### config.mk
export PLATFORM = sky130hd
export DESIGN_NAME = fetch_seq
export DESIGN_NICKNAME = d
export VERILOG_FILES = /design/src/rtl/fetch_seq.sv
export SDC_FILE = /design/constraint.sdc
export NUM_CORES = 1
export LEC_CHECK = 0
export ABC_CLOCK_PERIOD_IN_PS = 2300
export CORE_UTILIZATION = 40
export CTS_BUF_LIST = sky130_fd_sc_hd__clkbuf_8
export DETAILED_ROUTE_END_ITERATION = 8
export PLACE_DENSITY = 0.82
export SYNTH_ARGS = -nofsm -noshare
export SYNTH_HDL_FRONTEND = slang
export SYNTH_SLANG_ARGS = --single-unit
### constraint.sdc
create_clock -name clk -period 2.3 [get_ports clk]
set_clock_uncertainty 0.1 [all_clocks]
set_input_delay 0.23 -clock clk [delete_from_list [all_inputs] [get_ports clk]]
set_output_delay 0.23 -clock clk [all_outputs]
set_load 0.02 [all_outputs]
### src/rtl/fetch_seq.sv
// fetch_seq -- F-stage sequencer for the five-stage MIPS pipeline.
//
// Owns the fetch PC, issues instruction-memory requests over a ready-based
// handshake, holds the fetched word while D stalls, and applies D-stage
// redirects with delay-slot ordering. A redirect that arrives while its
// delay slot is still being fetched is parked in redir_pc and applied once
// the slot has been consumed.
//
// Optional feature macro: FETCH_ADDR_CHECK_EN
//   defined   : misaligned or out-of-window fetch addresses are not
//               requested; a nop with F_excAdEL=1 is delivered instead.
//   undefined : every address is requested as-is, F_excAdEL stays 0.
//
// Ports:
//   clk         in   clock, all state on rising edge
//   reset       in   asynchronous active-low reset
//   stall       in   D stage cannot accept; F output holds
//   br_taken    in   D-stage redirect valid
//   br_target   in   redirect address
//   imem_req    out  fetch request valid (decoded from state)
//   imem_addr   out  fetch address (= pc_q)
//   imem_ready  in   imem_rdata valid; completes the request
//   imem_rdata  in   fetched instruction word
//   F_valid     out  F_PC/F_instr hold a real instruction
//   F_PC        out  PC of the held instruction
//   F_instr     out  held instruction
//   F_excAdEL   out  fetch address error for the held slot

module fetch_seq #(
  parameter logic [31:0] RESET_PC = 32'h0000_3000
) (
  input  logic        clk,
  input  logic        reset,
  input  logic        stall,
  input  logic        br_taken,
  input  logic [31:0] br_target,
  output logic        imem_req,
  output logic [31:0] imem_addr,
  input  logic        imem_ready,
  input  logic [31:0] imem_rdata,
  output logic        F_valid,
  output logic [31:0] F_PC,
  output logic [31:0] F_instr,
  output logic        F_excAdEL
);

  localparam int unsigned XLEN = 32;
  localparam logic [XLEN-1:0] ADDR_LO = 32'h0000_3000;
  localparam logic [XLEN-1:0] ADDR_HI = 32'h0000_6FFC;
  localparam logic [XLEN-1:0] PC_STEP = XLEN'(4);

  typedef enum logic [1:0] {
    ST_RST  = 2'd0,
    ST_WAIT = 2'd1,
    ST_HAVE = 2'd2
  } state_e;

  state_e            state_q, state_d;
  logic [XLEN-1:0]   pc_q, pc_d;
  logic [XLEN-1:0]   instr_q, instr_d;
  logic [XLEN-1:0]   fpc_q, fpc_d;
  logic [XLEN-1:0]   redir_pc_q, redir_pc_d;
  logic              redir_pend_q, redir_pend_d;
  logic              valid_q, valid_d;
  logic              exc_q, exc_d;
  logic              addr_bad_c;

  // Fetch-address legality; constant 0 when checking is compiled out.
`ifdef FETCH_ADDR_CHECK_EN
  assign addr_bad_c = (pc_q[1:0] != 2'b00) || (pc_q < ADDR_LO) || (pc_q > ADDR_HI);
`else
  assign addr_bad_c = 1'b0;
`endif

  // State register.
  always_ff @(posedge clk or negedge reset) begin
    if (!reset) begin
      state_q <= ST_RST;
    end else begin
      state_q <= state_d;
    end
  end

  // Datapath registers.
  always_ff @(posedge clk or negedge reset) begin
    if (!reset) begin
      pc_q         <= RESET_PC;
      instr_q      <= '0;
      fpc_q        <= RESET_PC;
      redir_pc_q   <= '0;
      redir_pend_q <= 1'b0;
      valid_q      <= 1'b0;
      exc_q        <= 1'b0;
    end else begin
      pc_q         <= pc_d;
      instr_q      <= instr_d;
      fpc_q        <= fpc_d;
      redir_pc_q   <= redir_pc_d;
      redir_pend_q <= redir_pend_d;
      valid_q      <= valid_d;
      exc_q        <= exc_d;
    end
  end

  // Next-state logic.
  always_comb begin
    state_d = state_q;
    unique case (state_q)
      ST_RST:  state_d = ST_WAIT;
      // An illegal address skips the memory and completes immediately.
      ST_WAIT: if (addr_bad_c || imem_ready) state_d = ST_HAVE;
      ST_HAVE: if (!stall) state_d = ST_WAIT;
      default: state_d = ST_RST;
    endcase
  end

  // Output decode and datapath next values.
  always_comb begin
    imem_req     = 1'b0;
    imem_addr    = pc_q;
    pc_d         = pc_q;
    instr_d      = instr_q;
    fpc_d        = fpc_q;
    redir_pc_d   = redir_pc_q;
    redir_pend_d = redir_pend_q;
    valid_d      = valid_q;
    exc_d        = exc_q;

    unique case (state_q)
      ST_RST: begin
        pc_d    = RESET_PC;
        valid_d = 1'b0;
        exc_d   = 1'b0;
      end

      ST_WAIT: begin
        imem_req = !addr_bad_c;
        if (addr_bad_c) begin
          instr_d = '0;
          fpc_d   = pc_q;
          valid_d = 1'b1;
          exc_d   = 1'b1;
        end else if (imem_ready) begin
          instr_d = imem_rdata;
          fpc_d   = pc_q;
          valid_d = 1'b1;
          exc_d   = 1'b0;
        end
        // Delay slot not yet delivered: park the redirect. A newer one
        // (branch in a delay slot) simply overwrites the parked target.
        if (br_taken && !stall) begin
          redir_pend_d = 1'b1;
          redir_pc_d   = br_target;
        end
      end

      ST_HAVE: begin
        if (!stall) begin
          valid_d = 1'b0;
          exc_d   = 1'b0;
          if (redir_pend_q) begin
            pc_d         = redir_pc_q;
            redir_pend_d = 1'b0;
          end else if (br_taken) begin
            pc_d = br_target;
          end else begin
            pc_d = pc_q + PC_STEP;
          end
        end
      end

      default: begin
        valid_d = 1'b0;
      end
    endcase
  end

  assign F_valid   = valid_q;
  assign F_PC      = fpc_q;
  assign F_instr   = instr_q;
  assign F_excAdEL = exc_q;

endmodule

## Yosys cells after proc, flatten, opt, wreduce, memory -nomap -nowiden

Index checks and enable logic that the tools add are counted.

- Add/sub/neg operators: 1
- Equality and inequality tests: 5
- Multiplexer cells: 15
- Reductions and logical operators: 12

Operators by type and width:

| kind | count |
|---|---|
| 32-bit two-way mux | 3 |
| 32-bit case mux with 2 select lines | 1 |
| 32-bit by 3-bit adder with 32-bit output, second input constant | 1 |
| 2-bit AND reduction | 4 |
| 2-bit inequality test, second input constant | 3 |
| 2-bit case mux with 3 select lines | 1 |
| 3-bit AND reduction | 2 |
| 1-bit two-way mux | 5 |
| 2-bit two-way mux | 2 |
| 1-bit case mux with 2 select lines | 2 |
| 2-bit nonzero test | 2 |
| 1-bit case mux with 3 select lines | 1 |
| 3-bit nonzero test | 1 |
| 2-bit by 1-bit equality test with 1-bit output, second input constant | 1 |
| 2-bit equality test, second input constant | 1 |
| 2-bit zero test | 1 |
| 1-bit logical AND | 1 |
| 1-bit zero test | 1 |

- Register bits after elaboration: 133
- Bits of input ports: 69

## Depth between registers and ports, before layout

- Depth after elaboration: 5
- Depth in mapped cells: 8

## Worst setup path before layout

Ideal clock, no wire load.

- Path type: flip-flop to flip-flop
- Start point: register pc_q[12], in the netlist imem_addr[12]
- End point: register pc_q[29], in the netlist imem_addr[29]
- Arrival time: 2116 ps
- Setup slack: 14 ps
- Cell stages (with the launch flop): 7
- Cell sequence: dfstp_2 buf_2 nand4_4 or4_1 buf_2 or4b_1 nand3_1

- Cells in the longest elaborated chain, start to end: 5

Ends and longest elaborated chain:

| element | RTL line | RTL |
|---|---|---|
| from (decl) | 59 | `logic [XLEN-1:0] pc_q, pc_d;` |
| from (signal assigned) | 95 | `pc_q <= pc_d;` |
| 32-bit by 3-bit adder with 32-bit output | 167 | `pc_d = pc_q + PC_STEP;` |
| 32-bit two-way mux | 164 | `end else if (br_taken) begin` |
| 32-bit two-way mux | 161 | `if (redir_pend_q) begin` |
| 32-bit two-way mux | 158 | `if (!stall) begin` |
| 32-bit case mux with 2 select lines | 129 | `unique case (state_q)` |

No other way between the ends. The select of a mux whose other input is x is not followed.
A chain may end at the register's enable or synchronous reset.

## Worst setup path after layout

- Start point: register pc_q[13], in the netlist imem_addr[13]
- End point: register pc_q[29], in the netlist imem_addr[29]

Same word-level chain as after synthesis.

==> results by group <==
Worst hold path
  • HP Class: in -> async

Clocking
  • Num CTS Buffers: 17
  • TritonCTS clock tree: done
  • Htree depth: 4
  • Worst skew pair latency: 0.46 ns
  • Max clock buf depth: 2
  • CTS Root Cell: clkbuf_8
  • Clock sink count: 131
  • Worst-path clk slew: 0.08 ns

Power
  • Peak VDD IR: about 0.74 mV
  • P_leak: 3.58 nW
  • PD cells: between 1000 and 1500 mW/mm^2

STA
  • Slew @ Worst Pin: 0.533 ns
  • Slew Viols, Final: 0
  • Final Hold Fails: 0
  • Final Setup Violations: 0
  • Hold_ws: between 0.15 and 0.2 ns
  • TNS Setup: 0 ns
  • RSZ-0062 raised after global routing: false
  • Rel. slew slack: 64.1%
  • Tcrit/Tclk final: 95.8%
  • Minimum clock period: 2.20 ns
  • Achievable frequency: between 400 and 500 MHz

Synthesis
  • Async set-reset flop share out of synthesis: between 90% and 100%
  • EDFF count, synth: 0
  • Synthesis warning total: 0
  • Synthesis-stage register bit count: 131
  • Main synth FF type: dfrtp_1
  • Top cell type's share of synthesized area: between 50% and 60%
  • Netlist Area Pre-Place: ~0.0062 sq mm
  • Top post-synthesis cells by count: 127 x dfrtp_1, 83 x mux2_2, 34 x o21ai_0, 28 x nand2_1, 22 x clkbuf_1
  • Cell count after synthesis: 530
  • Area leader, netlist: dfrtp_1
  • Most numerous cell in the Yosys netlist: dfrtp_1
  • Yosys cell types: 56
  • Syn avg cell area: 11.7 sq um
  • Seq/Total Area, Yosys: around 53%
  • Synth area leaders: dfrtp_1 51%, mux2_2 15%, o21ai_0 2.8%
  • Synth Net Count: 600

Run
  • Max-cap violations: 0

Critical path
  • Setup crit end kind: flip-flop
  • R2r startpoint: imem_addr[13]
  • Critical Path RT: approximately 2.6 ns
  • Worst-path maximum fanout: 10
  • Startpoint Class: flip-flop
  • Crit Path Class: reg -> reg
  • WP data arrival: 2.50 ns
  • CP Launch Point: imem_addr[13]

Drt
  • Vias/cell: about 5.7
  • 1st-iter DRT viols: 400
  • Drt total wl: ~18000 um
  • Via count: between 5000 and 6000
  • WL/cell: between 15 and 20 um
  • Routed Antenna Nets: 0
  • First-pass iteration count of the detailed router: 5
  • DR DRC count: 0

Layout
  • Filler cells: 1229
  • Layout cell share with drive strength beyond 1: between 20% and 30%
  • Syn-to-layout area delta: 41.1%
  • Fin nets: around 790
  • ANT cells: 0

Floorplan
  • Die Wd: 126 um
  • Initial core utilization: between 40% and 50%
  • Die area: around 0.016 sq mm
  • Core area: 0.0151 sq mm
  • Die Span Y: 126 um
  • Io pins: approximately 170
  • # rows: 45

Global route
  • Grt total ovfl: 0
  • Global Route Usage Sum: 23.1%
  • Largest net degree at the start of global routing: between 50 and 60
  • Vias in the first global route: around 5300
  • Initial antenna violation count: 0
  • First-pass GRT wire length: ~28000 um

Placement
  • Hpwl dp: 13100 um
  • I/O Buffers: around 170
  • RePlAce Congestion: 0.856

Run status
  • Status: complete, no violations
per-stage QoR:
| stage | cells | power (W) | utilization [%] | worst slack, ns | instance area (sq um) |
|---|---|---|---|---|---|
| 2_1_floorplan | 530 | 0.00699 | - | 0.0144 | 6180 |
| 3_3_place_gp | 886 | 0.00949 | 54.7 | 0.167 | 8280 |
| 3_5_place_dp | 886 | 0.00969 | 54.7 | 0.104 | 8280 |
| 4_1_cts | 919 | 0.0118 | 57.6 | 0.0158 | 8720 |
| 5_1_grt | 919 | 0.0124 | 57.6 | 0.000665 | 8720 |
| 6_report | 919 | 0.0117 | 57.6 | 0.0967 | 8720 |
worst max-delay path, stage by stage, from the launching register on:
cell	delay, ns
dfstp_2	0.56
nand4_4	0.17
or4_1	0.69
or4b_1	0.54
nand3_1	0.08
layout make-up:
cell class,instances,area (sq um),share of cell area (%)
timing repair buffer,210,2050,23.5
inverter,15,56.3,0.645
tap,188,235,2.70
multi-input combinational,343,2670,30.6
clock inverter,12,154,1.76
sequential,131,3280,37.6
clock buffer,20,275,3.16
flip-flops by register name, indices dropped and copies added, names as in the netlist:
name,cells
F_PC,32
F_instr,32
F_valid,1
imem_addr,32
redir_pc_q,32
redir_pend_q,1
state_q,1
repair_timing:
action / CTS / global route
buffers inserted: 0 / 0
endpoints found under the hold margin: 50 / 0
hold buffers: 1 / 0
endpoints found under the setup margin: 0 / 1
gates resized for setup: 0 / 1
logic make-up after synthesis:
group	synth area share (%)
AOI/OAI and AO/OA	15.5
other	0.0606
adders and majority gates	0.202
buffers and inverters	3.91
DFF	53.1
muxes	15.3
and+or+nand+nor	12.0
power breakdown:
part	internal [W]	switching, W
logic	0.00274	0.00275
clock network	0.00116	0.000940
registers	0.00339	0.000744
total	0.00729	0.00443
path summary, 6_finish.rpt:
kind,endpoint,slack (ns),cells past startpoint
hold reg to reg,F_PC[12],0.38,2
max in group asynchronous,F_PC[10],1.23,3
setup / recovery,imem_addr[29],0.1,4
hold / removal,imem_addr[21],0.18,2
min in group clk,F_instr[31],0.29,2
setup reg to reg,imem_addr[29],0.1,4
cell usage in the layout, fill, tap and decap left out, types with 12 or more instances in the layout:
cell,netlist,final
a21oi_1,13,13
a22oi_1,14,14
buf_4,1,39
clkbuf_8,0,20
clkdlybuf4s50_1,0,164
dfrtp_1,127,127
inv_1,15,16
mux2_2,83,83
nand2_1,28,27
nand3_1,20,20
o21ai_0,34,34
o221a_2,12,12
layer usage:
metal	GRT usage, %	vias up	wire, um
met3	5.69	34	1160
li1	-	2382	-
met2	36.8	236	8360
met4	10.9	0	420
met1	29.6	2624	7640
met5	0	-	0
Power figures use the tool's default switching activity.
